<file path="src/rtl/spi_sensor_reader.sv">
// Read-only SPI master for a serial sensor: frames DATA_BITS bits MSB-first,
// presents the word with a one-cycle data_valid strobe, then waits GAP_CYCLES.
module spi_sensor_reader #(
  parameter int CLK_DIV    = 25,
  parameter int DATA_BITS  = 16,
  parameter int GAP_CYCLES = 12500000
) (
  input  logic                 clk_50,
  input  logic                 reset_n,
  input  logic                 start,
  input  logic                 auto_en,
  input  logic                 miso,
  output logic                 sck,
  output logic                 cs_n,
  output logic [DATA_BITS-1:0] data,
  output logic                 data_valid,
  output logic                 busy,
  output logic [15:0]          frame_cnt
);

  typedef enum logic [2:0] {IDLE, SETUP, SHIFT_HI, SHIFT_LO, DONE, GAP} state_t;

  localparam int BIT_W = (DATA_BITS > 1) ? $clog2(DATA_BITS) : 1;
  localparam int GAP_W = $clog2(GAP_CYCLES + 1);

  state_t               state, state_d;
  logic [15:0]          div_cnt;
  logic [BIT_W-1:0]     bit_cnt;
  logic [GAP_W-1:0]     gap_cnt;
  logic                 pending;
  logic                 miso_m, miso_s;
  logic [DATA_BITS-1:0] shreg, shift_in;
  logic                 div_last, bit_last, frame_end;

  assign div_last  = (div_cnt == 16'(CLK_DIV - 1));
  assign bit_last  = (bit_cnt == BIT_W'(DATA_BITS - 1));
  assign frame_end = (state == SHIFT_LO) && div_last && bit_last;

  generate
    if (DATA_BITS == 1) begin : g_single
      assign shift_in = miso_s;
    end else begin : g_multi
      assign shift_in = {shreg[DATA_BITS-2:0], miso_s};
    end
  endgenerate

  // NOTE: sequential state uses non-blocking (<=) so every flop samples
  // pre-edge values regardless of statement order.
  always_ff @(posedge clk_50) begin
    if (!reset_n) begin
      miso_m <= 1'b0;
      miso_s <= 1'b0;
    end else begin
      miso_m <= miso;
      miso_s <= miso_m;
    end
  end

  always_ff @(posedge clk_50) begin
    if (!reset_n) state <= IDLE;
    else          state <= state_d;
  end

  // NOTE: state_d gets a default before the case so no path leaves it
  // unassigned, which would otherwise infer a latch.
  always_comb begin
    state_d = state;
    case (state)
      IDLE:     if (start || pending || auto_en) state_d = SETUP;
      SETUP:    if (div_last) state_d = SHIFT_HI;
      SHIFT_HI: if (div_last) state_d = SHIFT_LO;
      SHIFT_LO: if (div_last) state_d = bit_last ? DONE : SHIFT_HI;
      DONE:     state_d = GAP;
      GAP:      if (gap_cnt == '0) state_d = IDLE;
      default:  state_d = IDLE;
    endcase
  end

  always_comb begin
    cs_n       = !(state inside {SETUP, SHIFT_HI, SHIFT_LO});
    sck        = (state == SHIFT_HI);
    data_valid = (state == DONE);
    busy       = (state != IDLE);
  end

  always_ff @(posedge clk_50) begin
    if (!reset_n) begin
      div_cnt   <= '0;
      bit_cnt   <= '0;
      gap_cnt   <= '0;
      pending   <= 1'b0;
      shreg     <= '0;
      data      <= '0;
      frame_cnt <= '0;
    end else begin
      // The divider restarts on every phase change, so each phase lasts CLK_DIV cycles.
      if (state_d != state)
        div_cnt <= '0;
      else if (state inside {SETUP, SHIFT_HI, SHIFT_LO})
        div_cnt <= div_cnt + 16'd1;

      if (state == IDLE)
        bit_cnt <= '0;
      else if ((state == SHIFT_LO) && div_last && !bit_last)
        bit_cnt <= bit_cnt + BIT_W'(1);

      if (state == DONE)
        gap_cnt <= GAP_W'(GAP_CYCLES - 1);
      else if ((state == GAP) && (gap_cnt != '0))
        gap_cnt <= gap_cnt - GAP_W'(1);

      if (state == IDLE) pending <= 1'b0;
      else if (start)    pending <= 1'b1;

      // Sample just before sck falls; the sensor changes data on the falling edge.
      if ((state == SHIFT_HI) && div_last)
        shreg <= shift_in;

      // Loaded on entry to DONE so data and frame_cnt are already current
      // while data_valid is high.
      if (frame_end) begin
        data      <= shreg;
        frame_cnt <= frame_cnt + 16'd1;
      end
    end
  end

endmodule

</file>
<file path="config.mk">
export PLATFORM = sky130hd
export DESIGN_NAME = spi_sensor_reader
export DESIGN_NICKNAME = d
export VERILOG_FILES = /design/src/rtl/spi_sensor_reader.sv
export SDC_FILE = /design/constraint.sdc
export NUM_CORES = 1
export LEC_CHECK = 0
export CAP_MARGIN = 20
export CORE_MARGIN = 1.5
export CORE_UTILIZATION = 45
export CTS_BUF_LIST = sky130_fd_sc_hd__clkbuf_8
export CTS_CLUSTER_DIAMETER = 60
export DETAILED_ROUTE_END_ITERATION = 7
export PLACE_DENSITY = 0.62
export SYNTH_ARGS = -nofsm -noshare
export SYNTH_HDL_FRONTEND = slang
export SYNTH_SLANG_ARGS = --single-unit
</file>
<file path="constraint.sdc">
create_clock -name clk_50 -period 6.5 [get_ports clk_50]
set_clock_uncertainty 0.1 [all_clocks]
set_input_delay 1.3 -clock clk_50 [delete_from_list [all_inputs] [get_ports clk_50]]
set_output_delay 1.3 -clock clk_50 [all_outputs]
set_load 0.005 [all_outputs]
</file>
# Word-level counts from Yosys, hierarchy flattened
# Index checks and enable logic that the tools add are counted.
# classes
bitwise_logic	1
mux	9
reduce_logical	18
n_addsub	4
eq_ne	8
# ops
operator	n
24-bit 2-to-1 mux	2
16-bit by 1-bit adder with 16-bit output, second input constant	2
24-bit logical NOT	1
24-bit nonzero test	1
24-bit by 1-bit subtractor with 24-bit output, second input constant	1
3-bit 2-to-1 mux	6
3-bit one-hot mux with 6 select lines	1
16-bit by 5-bit equality test with 1-bit output, second input constant	1
3-bit by 2-bit equality test with 1-bit output, second input constant	2
3-bit equality test, second input constant	2
3-bit nonzero test	2
2-bit OR reduction	3
1-bit logical AND	5
4-bit by 1-bit adder with 4-bit output, second input constant	1
4-bit equality test, second input constant	1
3-bit by 1-bit equality test with 1-bit output, second input constant	1
3-bit logical NOT	1
3-bit inequality test	1
1-bit logical NOT	2
1-bit logical OR	2
2-bit nonzero test	1
1-bit inverter	1
# totals
input_bits	5
output_inout_bits	36
register_bits	98
wordCells	51

# Longest topological paths before layout
# depth
depth_word	6
depth_mapped	9
mapped_depth_nobuf	7

# Worst setup path after synthesis
# OpenSTA, ideal clock, no wires.
# synth_path
path_type	flip-flop to output port
from	register state[0]
to	output data_valid
slack_ns	3.824
arrival_ns	1.276
path_buffers	3
required_time_ns	5.100
path_stages_with_launch	5
path_cell_list	dfxtp_1 > clkbuf_1 > clkbuf_1 > nor2_1 > clkbuf_1
# synth_via
elab_chain_cells	1
# synth_lines
item	line_no	rtl
from (decl)	26	state_t state, state_d;
from (signal assigned)	61	else state <= state_d;
3-bit equality test	82	data_valid = (state == DONE);
to (decl)	16	output logic data_valid,
# Every way passes these cells.

# Final worst setup path
# layout_path
from	register state[0]
to	output cs_n
# layout_via
elab_chain_cells	3
elab_cells_between_ends	5
classes_between	eq/ne (3); reduce/logical (2)
# layout_lines
item	line_no	rtl
3-bit by 1-bit equality test with 1-bit output or 3-bit by 2-bit equality test with 1-bit output (tied branches)	80	cs_n = !(state inside {SETUP, SHIFT_HI, SHIFT_LO});
3-bit nonzero test (*)	80	
1-bit logical NOT (*)	80	
to (decl)	14	output logic cs_n,
# Every way passes the cells marked *; elsewhere a longest branch is shown, timed or not.

==> metrics.md <==
| Metric | Value |
|---|---|
| Max Slew Vio Count | `0` |
| Static leakage | `1.89 nW` |
| Post-DP HPWL | `6.34 mm` |
| Post-CTS setup buffer count | `0` |
| Xor and xnor area share after synthesis | `0.0482` |
| Power Density | `roughly 200 nW/um2` |
| Hold path cells | `1` |
| CP endpoint kind | `primary output` |
| Most common cell after layout, fill and taps aside | `dfxtp_1` |
| Worst EP required | `5100 ps` |
| Flop and latch count out of synthesis | `approximately 100` |
| Port Buffers | `40` |
| Worst-Margin Slew | `922 ps` |
| Hold WC Path Type | `reg -> reg` |
| Compound-Gate Fraction of Synth Area | `0.137` |
| Num CTS Buffers | `9` |
| Area Growth Syn to Fin | `14.9%` |
| Rows | `36` |
| Worst reg2reg path depth | `5` |
| Root Buffer | `clkbuf_8` |
| Synthesized area per cell | `8.60 um2` |
| Post-synthesis adder-cell area fraction | `0.0165` |
| Endpoints failing hold | `0` |
| Final setup fails | `0` |
| CTS tree | `built` |
| DR vias | `~3800` |
| Critical path's largest stage delay | `790 ps` |
| Peak VDD IR | `between 0.1 and 0.15 mV` |
| Overflow after GRT | `0` |
| Sequential area share after synthesis | `0.432` |
| Vias in the first global route | `~3500` |
| Ports | `41` |
| Drt first pass iters | `4` |
| Synth unique cells | `56` |
| Relative slew slack | `0.385` |
| CTS Buffer Depth | `2` |
| Final Cycle Share | `0.526` |
| Total GRT Usage | `0.186` |
| Post-Syn Instances | `528` |
| # diodes | `0` |
| First-pass GRT wire length | `15.9 mm` |
| Final min period | `3420 ps` |
| Outcome | `complete, no violations` |
| Max-capacitance violation count | `0` |
| Ys async rst share | `0` |
| Yosys warnings | `0` |
| Placer Congestion | `approximately 0.77` |
| Critical Path AT | `2020 ps` |
| Die H | `a little over 100 um` |
| Hold Buf Count CTS | `0` |
| Chip Width | `103 um` |
| Worst skew pair latency | `370 ps` |
| Synth Area in Simple Gates | `0.279` |
| Largest family of logic cells by synthesized area | `simple AND/OR/NAND/NOR gates` |
| Most frequent cells in the layout | `dfxtp_1 (98), nor2_1 (62), nand2_1 (54)` |
| Initial Utilization | `0.465` |
| Pre-CTS worst setup slack | `3060 ps` |
| Core Area | `9770 um2` |
| Vias per cell | `roughly 5.4` |
| Largest net degree at the start of global routing | `51` |
| Resize count post-CTS | `0` |
| Layout cells sized above 1 | `0.0571` |
| Final Worst Setup Slack | `3080 ps` |
| Total die area | `10700 um2` |
| Mapped cell area | `4540 um2` |
| CP Launch Type | `flop` |
| WL/cell | `13.3 um` |
| # H-tree levels | `3` |
| Main flop type after synthesis | `dfxtp_1` |
| Maximum clock rate | `292 MHz` |
| Final layout net count | `around 570` |
| Final wirelength | `9.24 mm` |
| Critical path class | `reg -> out` |
| Crit path max fanout | `23` |
| Clock transition at path regs | `roughly 90 ps` |
| Mux contribution to synthesized area | `0.0534` |
| DRT antenna net count | `0` |
| Critical Path, Cell by Cell | `o21ba_2, inv_1, clkdlybuf4s50_1` |
| Initial antenna violation count | `0` |
| Clock sink total | `98` |
| RSZ-0062 raised after global routing | `no` |
| EDFF count, synth | `0` |
| Drt drc | `0` |
| Post-route setup TNS | `0 ps` |
| Iteration-0 DRC Markers | `around 150` |
| Post-Syn Nets | `around 540` |
| Max stage delay cell, worst path | `dfxtp_1` |
## state kept, by name (all words and copies together), names as in the netlist
| signal | cells |
|---|---|
| gap_cnt | 24 |
| data | 16 |
| div_cnt | 16 |
| frame_cnt | 16 |
| shreg | 16 |
| bit_cnt | 4 |
| state | 3 |
| miso_m | 1 |
| miso_s | 1 |
| pending | 1 |
## kinds of logic after synthesis
family,Yosys count
AND/OR/NAND/NOR,240
flip-flops,98
AO/OA/AOI/OAI,95
buffers and inverters,40
XOR/XNOR,25
multiplexers,24
adder cells (fa/ha/maj),6
## per-stage QoR
stage | power, mW | area, um2 | std cells | hold WS [ps] | util
4_1_cts | 1.04 | 5220 | 693 | 351 | 0.534
3_5_place_dp | 0.649 | 5030 | 678 | 328 | 0.515
3_3_place_gp | 0.649 | 5030 | 678 | 325 | 0.515
5_1_grt | 1.07 | 5220 | 693 | 374 | 0.534
6_report | 1.02 | 5220 | 693 | 350 | 0.534
2_1_floorplan | 0.639 | 4540 | 528 | 312 | -
## power by group
group          switching, mW  total [mW]  internal [mW]
sequential           0.00348       0.605          0.602
clock                  0.212       0.390          0.177
combinational         0.0186      0.0298         0.0112
total                  0.235        1.02          0.790
## worst paths after layout
check / slack (ps) / to / startpoint
setup / recovery: 3080 / cs_n / state[0]
hold / removal: 350 / miso_s / miso_m
setup reg to reg: 3700 / div_cnt[12] / gap_cnt[17]
hold reg to reg: 350 / miso_s / miso_m
## cell type report
class | instances | area, um2
Clock buffer | 9 | 124
Clock inverter | 6 | 66.3
Fill cell | 926 | 4550
Inverter | 13 | 48.8
Multi-Input combinational cell | 390 | 2420
Sequential cell | 98 | 1960
Tap cell | 133 | 166
Timing Repair Buffer | 44 | 430
## layer usage
metal | GRT usage | wire length, um | vias up
met4 | 0.0696 | 140 | 0
li1 | - | - | 1948
met3 | 0.0376 | 189 | 14
met2 | 0.303 | 4330 | 36
met5 | 0 | 0 | -
met1 | 0.243 | 4580 | 1775
## Yosys cell counts, types with 2 or more instances
library cell,instances,share of area
xnor2_1,18,0.035
a211oi_1,3,0.0050
or4_1,8,0.013
clkbuf_1,21,0.017
o31a_1,11,0.021
nor2b_1,4,0.0055
inv_1,12,0.0099
nand3_1,16,0.018
or2_2,2,0.0028
nor3b_1,2,0.0033
nor2_1,62,0.051
mux2i_1,22,0.048
o31ai_1,7,0.012
nor4_1,14,0.019
a31oi_1,2,0.0028
nand2b_1,7,0.0096
o21a_1,8,0.013
and3_1,7,0.0096
a311oi_1,4,0.0077
buf_2,5,0.0055
and4_1,3,0.0058
or3_2,2,0.0033
nand4_1,14,0.019
o21ba_2,2,0.0044
or3_1,14,0.019
nor3_1,15,0.017
and2_1,3,0.0041
or4b_1,3,0.0066
nand2_1,54,0.045
o21ai_0,10,0.011
o211ai_1,3,0.0050
dfxtp_1,98,0.43
xor2_1,7,0.013
ha_1,6,0.017
a21oi_1,38,0.042
## worst max-delay path, delay by kind of cell (launching register included)
kind                   cells  cell delay [ps]
AOI/OAI and AO/OA          1              370
buffers and inverters      2              500
DFF                        1              790
No activity file was read; power rests on OpenSTA's default activity.
